--- config.mk ---
export PLATFORM = sky130hd
export DESIGN_NAME = arb_2x1_flat
export DESIGN_NICKNAME = d
export VERILOG_FILES = /design/src/rtl/arb_2x1_pkg.sv /design/src/rtl/arb_2x1_if.sv /design/src/rtl/arb_2x1_rr_grant2.sv /design/src/rtl/arb_2x1.sv /design/src/flat_wrapper.sv
export SDC_FILE = /design/constraint.sdc
export NUM_CORES = 1
export LEC_CHECK = 0
export ABC_AREA = 1
export CORE_MARGIN = 1.5
export CORE_UTILIZATION = 30
export DETAILED_ROUTE_END_ITERATION = 7
export GPL_ROUTABILITY_DRIVEN = 0
export PLACE_DENSITY = 0.59
export REMOVE_ABC_BUFFERS = 1
export SLEW_MARGIN = 30
export SYNTH_ARGS = -nofsm -noshare
export SYNTH_HDL_FRONTEND = slang
export SYNTH_SLANG_ARGS = --single-unit
--- constraint.sdc ---
create_clock -name clk -period 3.23 [get_ports clk]
set_clock_uncertainty 0.1 [all_clocks]
set_input_delay 0.646 -clock clk [delete_from_list [all_inputs] [get_ports clk]]
set_output_delay 0.646 -clock clk [all_outputs]
set_load 0.01 [all_outputs]
--- src/rtl/arb_2x1_pkg.sv ---
// -----------------------------------------------------------------------------
// arb_2x1_pkg
// Definitions shared by the two-input round-robin stream arbiter and the
// downstream 2x1 mux select path.
//   SRC_A / SRC_B : select encoding (1 = source a, 0 = source b)
//   DEF_WIDTH     : default payload width
//   DEF_CNT_W     : default delivered-beat counter width
//   out_state_e   : output register occupancy (EMPTY / FULL)
// -----------------------------------------------------------------------------
package arb_2x1_pkg;

  localparam logic SRC_A     = 1'b1;
  localparam logic SRC_B     = 1'b0;
  localparam int   DEF_WIDTH = 8;
  localparam int   DEF_CNT_W = 16;

  typedef enum logic {
    ST_EMPTY = 1'b0,
    ST_FULL  = 1'b1
  } out_state_e;

endpackage

--- src/rtl/arb_2x1_if.sv ---
// -----------------------------------------------------------------------------
// arb_2x1_if
// Stream bundle around the arbiter: two source streams (a, b), one output
// stream (c) with its select, and the delivered-beat counter.
//
// Handshake: on every stream a beat moves when valid && ready are both high at
// a rising clk edge. valid/data come from the producer, ready from the
// consumer; a producer holds valid/data until the beat is taken.
//
// Modports:
//   master : the arbiter (consumes a/b, produces c, sel, beat_cnt)
//   slave  : the surrounding logic (produces a/b, consumes c)
// -----------------------------------------------------------------------------
interface arb_2x1_if
  import arb_2x1_pkg::*;
#(
  parameter int WIDTH = DEF_WIDTH,
  parameter int CNT_W = DEF_CNT_W
);

  logic [WIDTH-1:0] a_data;
  logic             a_valid;
  logic             a_ready;
  logic [WIDTH-1:0] b_data;
  logic             b_valid;
  logic             b_ready;
  logic [WIDTH-1:0] c_data;
  logic             c_valid;
  logic             c_ready;
  logic             sel;
  logic [CNT_W-1:0] beat_cnt;

  modport master (
    input  a_data, a_valid, b_data, b_valid, c_ready,
    output a_ready, b_ready, c_data, c_valid, sel, beat_cnt
  );

  modport slave (
    output a_data, a_valid, b_data, b_valid, c_ready,
    input  a_ready, b_ready, c_data, c_valid, sel, beat_cnt
  );

endinterface

--- src/rtl/arb_2x1_rr_grant2.sv ---
// -----------------------------------------------------------------------------
// rr_grant2
// Combinational two-way round-robin grant.
//   i_req  [1:0] : request vector, bit SRC_A = source a, bit SRC_B = source b
//   i_last       : 1 when source a won the previous grant
//   o_gnt  [1:0] : one-hot grant, or zero when nothing requests
// -----------------------------------------------------------------------------
module rr_grant2
  import arb_2x1_pkg::*;
(
  input  logic [1:0] i_req,
  input  logic       i_last,
  output logic [1:0] o_gnt
);

  always_comb begin
    o_gnt = 2'b00;
    if (i_req[SRC_A] && i_req[SRC_B]) begin
      // Tie: the source that did not win last time goes now.
      if (i_last == SRC_A) o_gnt[SRC_B] = 1'b1;
      else                 o_gnt[SRC_A] = 1'b1;
    end else if (i_req[SRC_A]) begin
      o_gnt[SRC_A] = 1'b1;
    end else if (i_req[SRC_B]) begin
      o_gnt[SRC_B] = 1'b1;
    end
  end

endmodule

--- src/rtl/arb_2x1.sv ---
// -----------------------------------------------------------------------------
// arb_2x1
// Two-input round-robin stream arbiter with a registered output stage.
// One beat per cycle is granted from source a or b and registered onto c with
// sel identifying the winner (1 = a, 0 = b).
//   clk         : rising-edge clock
//   rst         : asynchronous, active-high reset
//   bus         : arb_2x1_if.master (a/b sources, c output, sel, beat_cnt)
//   o_dbg_state : output register occupancy (EMPTY / FULL)
// -----------------------------------------------------------------------------
module arb_2x1
  import arb_2x1_pkg::*;
#(
  parameter int WIDTH = DEF_WIDTH,
  parameter int CNT_W = DEF_CNT_W
)(
  input  logic        clk,
  input  logic        rst,
  arb_2x1_if.master   bus,
  output out_state_e  o_dbg_state
);

  out_state_e       r_state;
  out_state_e       w_state_nxt;
  logic [WIDTH-1:0] r_c_data;
  logic             r_sel;
  logic             r_rr_last;
  logic [CNT_W-1:0] r_beat_cnt;

  logic [1:0]       w_req;
  logic [1:0]       w_gnt;
  logic             w_load;
  logic             w_any_gnt;
  logic             w_c_valid;
  logic             w_c_xfer;

  assign w_c_valid = (r_state == ST_FULL);

  // The output register can take a beat when it is empty or being drained.
  // Held low during reset so no source sees ready while the block is cleared.
  assign w_load = !rst && (!w_c_valid || bus.c_ready);

  assign w_req[SRC_A] = bus.a_valid;
  assign w_req[SRC_B] = bus.b_valid;

  rr_grant2 u_rr_grant2 (
    .i_req  (w_req),
    .i_last (r_rr_last),
    .o_gnt  (w_gnt)
  );

  assign w_any_gnt = |w_gnt;
  assign w_c_xfer  = w_c_valid && bus.c_ready;

  // Output stage state register.
  always_ff @(posedge clk or posedge rst) begin
    if (rst) r_state <= ST_EMPTY;
    else     r_state <= w_state_nxt;
  end

  // Next state: a loading cycle either refills (grant) or empties (no grant);
  // a stalled cycle holds.
  always_comb begin
    w_state_nxt = r_state;
    if (w_load) begin
      if (w_any_gnt) w_state_nxt = ST_FULL;
      else           w_state_nxt = ST_EMPTY;
    end
  end

  // Payload, select and round-robin pointer change only when a beat is loaded;
  // an empty load leaves them holding their last values.
  always_ff @(posedge clk or posedge rst) begin
    if (rst) begin
      r_c_data  <= '0;
      r_sel     <= SRC_B;
      r_rr_last <= SRC_B;
    end else if (w_load && w_any_gnt) begin
      r_c_data  <= w_gnt[SRC_A] ? bus.a_data : bus.b_data;
      r_sel     <= w_gnt[SRC_A];
      r_rr_last <= w_gnt[SRC_A];
    end
  end

  // Delivered-beat counter, wraps naturally.
  always_ff @(posedge clk or posedge rst) begin
    if (rst)           r_beat_cnt <= '0;
    else if (w_c_xfer) r_beat_cnt <= r_beat_cnt + CNT_W'(1);
  end

  assign bus.a_ready  = w_load && w_gnt[SRC_A];
  assign bus.b_ready  = w_load && w_gnt[SRC_B];
  assign bus.c_data   = r_c_data;
  assign bus.c_valid  = w_c_valid;
  assign bus.sel      = r_sel;
  assign bus.beat_cnt = r_beat_cnt;
  assign o_dbg_state  = r_state;

endmodule
--- src/flat_wrapper.sv ---
// flat-port wrapper written by rule: the top's interface ports become plain ports
module arb_2x1_flat import arb_2x1_pkg::*;
#(
  parameter int WIDTH = DEF_WIDTH,
  parameter int CNT_W = DEF_CNT_W
)
  (clk, rst, o_dbg_state, bus_a_data, bus_a_valid, bus_b_data, bus_b_valid, bus_c_ready, bus_a_ready, bus_b_ready, bus_c_data, bus_c_valid, bus_sel, bus_beat_cnt);
  arb_2x1_if #(.WIDTH(WIDTH), .CNT_W(CNT_W)) bus_i ();
  input  logic clk;
  input  logic rst;
  output out_state_e o_dbg_state;
  input wire logic [$bits(bus_i.a_data)-1:0] bus_a_data;
  input wire logic [$bits(bus_i.a_valid)-1:0] bus_a_valid;
  input wire logic [$bits(bus_i.b_data)-1:0] bus_b_data;
  input wire logic [$bits(bus_i.b_valid)-1:0] bus_b_valid;
  input wire logic [$bits(bus_i.c_ready)-1:0] bus_c_ready;
  output wire logic [$bits(bus_i.a_ready)-1:0] bus_a_ready;
  output wire logic [$bits(bus_i.b_ready)-1:0] bus_b_ready;
  output wire logic [$bits(bus_i.c_data)-1:0] bus_c_data;
  output wire logic [$bits(bus_i.c_valid)-1:0] bus_c_valid;
  output wire logic [$bits(bus_i.sel)-1:0] bus_sel;
  output wire logic [$bits(bus_i.beat_cnt)-1:0] bus_beat_cnt;
  assign bus_i.a_data = bus_a_data;
  assign bus_i.a_valid = bus_a_valid;
  assign bus_i.b_data = bus_b_data;
  assign bus_i.b_valid = bus_b_valid;
  assign bus_i.c_ready = bus_c_ready;
  assign bus_a_ready = bus_i.a_ready;
  assign bus_b_ready = bus_i.b_ready;
  assign bus_c_data = bus_i.c_data;
  assign bus_c_valid = bus_i.c_valid;
  assign bus_sel = bus_i.sel;
  assign bus_beat_cnt = bus_i.beat_cnt;
  arb_2x1 #(.WIDTH(WIDTH), .CNT_W(CNT_W)) u_core (.clk(clk), .rst(rst), .bus(bus_i), .o_dbg_state(o_dbg_state));
endmodule
---- Word level (Yosys, flattened, before mapping) ----
Cells that the tools add are included.
cells by class
  reduce and logical (&&, ||, !) cells .... 10
  multiplexer cells ....................... 8
  add/sub/neg operators ................... 1
operators by type and width
  operator                 count
  $add A16 B1 Y16 const B  1
  $mux W8                  1
  $logic_and A1 B1 Y1      6
  $mux W1                  6
  $logic_not A1 Y1         2
  $mux W2                  1
  $reduce_or A2 Y1         1
  $logic_or A1 B1 Y1       1
storage, ports and cells
  word-level logic and storage cells ...... 23
  register bits after elaboration ......... 26
  output and inout bits ................... 29
  bits of input ports ..................... 21

---- Depth between registers and ports, before layout ----
  depth after elaboration ................. 5
  gate-level depth with buffers ........... 8
  depth with buffers taken out ............ 8

---- Hierarchy ----
A second synthesis with hierarchy kept.
second synthesis, totals
  cell total of the unflattened synthesis .. 182
  area total of the unflattened synthesis .. 1401.3 um^2
modules (own cells, without submodules)
  module     cells each  instances  seq. area each (um^2)  area each (um^2)
  arb_2x1    177         1          650.6                  1381.3
  rr_grant2  5           1          0.0                    20.0

---- Worst setup path before layout ----
No wires, ideal clock.
  kind .................................... input to output
  start point ............................. input port bus_b_valid
  end point ............................... output port bus_b_ready
  data arrival time ....................... 1143 ps
  path buffers ............................ 0
  stages on the path ...................... 3
  required time ........................... 2484 ps
  path slack .............................. 1341 ps
  path through ............................ inv_1 -> a21oi_1 -> and2_1
on the way
  cells in the longest elaborated chain, start to end .. 4
  elaborated cells between the ends (all ways) .. 5
  classes of those cells .................. mux: 3; reduce/logical: 2
ends and longest elaborated chain
  element                RTL line                 RTL
  start: declaration     flat_wrapper.sv:15       input wire logic [$bits(bus_i.b_valid)-1:0] bus_b_valid;
  $mux W1                arb_2x1_rr_grant2.sv:24  end else if (i_req[SRC_B]) begin
  $mux W1                arb_2x1_rr_grant2.sv:22  end else if (i_req[SRC_A]) begin
  $mux W2 *              arb_2x1_rr_grant2.sv:18  if (i_req[SRC_A] && i_req[SRC_B]) begin
  $logic_and A1 B1 Y1 *  arb_2x1.sv:92            assign bus.b_ready = w_load && w_gnt[SRC_B];
  end: declaration       flat_wrapper.sv:18       output wire logic [$bits(bus_i.b_ready)-1:0] bus_b_ready;
Mark *: on every way between the ends. The rest lies on a longest branch, timed or not.

---- Final worst setup path ----
  start point ............................. input port bus_a_valid
  end point ............................... output port bus_b_ready
on the way
  cells in the longest elaborated chain, start to end .. 3
  elaborated cells between the ends (all ways) .. 4
  classes of those cells .................. mux: 2; reduce/logical: 2
ends and longest elaborated chain
  element                                                RTL line                                          RTL
  start: declaration                                     flat_wrapper.sv:13                                input wire logic [$bits(bus_i.a_valid)-1:0] bus_a_valid;
  $mux W1 / $logic_and A1 B1 Y1 (equally long branches)  arb_2x1_rr_grant2.sv:22, arb_2x1_rr_grant2.sv:18
  $mux W2 *                                              arb_2x1_rr_grant2.sv:18
  $logic_and A1 B1 Y1 *                                  arb_2x1.sv:92
Marks and branches as above.

==> flow_metrics.tcl <==
set metrics [dict create \
    drt-total-wl_um 2800 \
    cts.sinks 26 \
    clk_latency_ns 0.26 \
    cts-resized-gates 0 \
    p_per_area_mw_per_mm2 562 \
    drt_iter0_drc 44 \
    antenna_left 0 \
    postCtsSetupBuffers 0 \
    portBuffers 49 \
    rsz0062_at_grt "false" \
    netlist_instances 169 \
    dpl.hpwl_um 2270 \
    cp_max_fo 3 \
    ir_drop_mv 0.271 \
    synth_top_area_share_pct 48.2 \
    synth_area_mm2 0.00135 \
    dieWidth_um 70.1 \
    hp-class "flip-flop to flip-flop" \
    yosysWarningCount 0 \
    stdcell_count 275 \
    yosysTopAreaCell "dfrtp_1" \
    cp_data_arrival_time_ns 2.21 \
    dieHeight_um 70.1 \
    antenna_cells 0 \
    antenna_found_initial 0 \
    grt_usage_pct 12.8 \
    syn_avg_cell_area_um2 7.99 \
    dpl_cell_area_mm2 0.00191 \
    critical_path_class "input port to output pin" \
    die_area_mm2 0.00491 \
    ys_seq_area_share_pct 48.2 \
    fmax_mhz 338 \
    final_cell_mix "nand2_1 (65), clkdlybuf4s50_1 (49), dfrtp_1 (26)" \
    final_hold_viol_count 0 \
    startpoint_type "input port" \
    cts_tree "built" \
    vias 1208 \
    clk_pin_slew_ns 0.09 \
    slew-limit-headroom_pct 78.3 \
    grt_pass1_wl_um 5200 \
    setup_viol 0 \
    endpoint_kind "output pin" \
    viasPerCell 4.39 \
    numCtsBuffers 3 \
    period_share_pct 91.5 \
    grt-busiest-layer "met2" \
    placementRows 24 \
    final_max_slew_viol_count 0 \
    synth_area_leaders "dfrtp_1 (48%), nand2_1 (18%), nand3_1 (6.3%)" \
    ys_seq_elements 26 \
    syn_to_final_growth_pct 45.8 \
    cts_root_buffer "clkbuf_8" \
    core_area_mm2 0.00435 \
    use_met2_pct 20.7 \
    pin_count 50 \
    finalSetupTns_ns 0 \
    synth.distinct_cells 20 \
    clockBufferDepth 2 \
    layout_commonest_cell "nand2_1" \
    status "complete, no violations" \
    whs_ns 0.392 \
    nets 246 \
    gr-usage-met3_pct 3.17 \
    dp.cells 271 \
    design_area_mm2 0.00197 \
    worst_pin_slew_ns 0.324 \
    start_util_pct 31.0 \
    max_cap_viol_count 0 \
    wl_per_cell_um 10.2 \
    cts_hold_buf 0 \
    grt_overflow 0 \
    grt_use_met1_pct 17.1 \
    htree_levels 1 \
    dr.pass1.iters 4 \
    grt_max_degree 27 \
    required_ns 2.48 \
    drive_gt1_share_pct 5.83 \
    period_needed_ns 2.95 \
    drc_errors 0 \
    grt_pass1_vias 1182 \
    p_leak_uw 0.000984 \
]
[layer usage]
layer | share of wire, % | vias to the layer above | wire length (um)
met1 | 47 | 531 | 1310
met5 | 0 | - | 0
met3 | 8.3 | 2 | 231
li1 | - | 631 | -
met4 | 0.50 | 0 | 14
met2 | 44 | 44 | 1240
[worst max-delay path: stages]
cell and delay, ns:
clkdlybuf4s50_1 0.52, a21oi_1 0.32, and2_1 0.19, clkdlybuf4s50_1 0.54
[final timing paths]
check / slack, ns / to / start / cells past startpoint
worst max-delay path: 0.28 / bus_b_ready / bus_a_valid / 4
worst min-delay path: 0.39 / u_core.bus.c_data[0] / u_core.bus.c_data[0] / 2
worst max register to register: 1.73 / u_core.bus.beat_cnt[14] / u_core.bus.beat_cnt[0] / 6
worst min register to register: 0.39 / u_core.bus.c_data[0] / u_core.bus.c_data[0] / 2
max in group asynchronous: 2.11 / u_core.bus.beat_cnt[2] / rst / 3
min in group asynchronous: 0.67 / u_core.bus.c_valid / rst / 3
[cell type report]
cell class / count / area (um^2)
clock buffers: 4 / 55.1
well taps: 52 / 65.1
flip-flops and latches: 26 / 651
fillers: 439 / 2390
repair buffers: 51 / 505
inverters: 19 / 73.8
multi-input cells: 123 / 618
[cell usage after synthesis]
library cell and count:
nand2_8 1, ha_1 1, xor2_1 6, nor2_4 1, xnor2_1 6, nand3_1 17
nor3_1 1, nand4_1 1, o21ai_4 1, a21oi_1 1, inv_4 1, and2_1 1
nor2_1 14, buf_4 1, o21ai_0 4, nand2_2 1, nand2_1 65, nand2_4 2
inv_1 18, dfrtp_1 26
[through the flow]
| stage | setup slack, ns | utilization, % | total power, uW |
|---|---|---|---|
| after floorplan | 1.34 | - | 669 |
| after global placement | 0.286 | 43.9 | 906 |
| after detailed placement | 0.279 | 43.9 | 909 |
| after CTS | 0.266 | 45.2 | 1120 |
| after global routing | 0.212 | 45.2 | 1190 |
| final | 0.275 | 45.2 | 1110 |
[sequential cells by signal, indices dropped and copies added (netlist names)]
signal / count
u_core.bus.c_data: 8
u_core.bus.beat_cnt: 16
u_core.bus.c_valid: 1
u_core.bus.sel: 1
[cells by family after synthesis]
logic type,count (synthesis),share of synthesized area (%)
AO/OA/AOI/OAI,6,3.06
buffers and inverters,20,6.02
AND/OR/NAND/NOR,104,34.0
flip-flops,26,48.2
XOR/XNOR,12,7.78
adder cells (fa/ha/maj),1,0.927
[report_power, final]
group	leakage (uW)	switching [uW]	total (uW)	internal, uW
clock	0.0000288	100	209	109
sequential	0.000334	66.8	471	404
combinational	0.000622	191	426	234
Note: power is estimated with default switching activity, not from simulation.
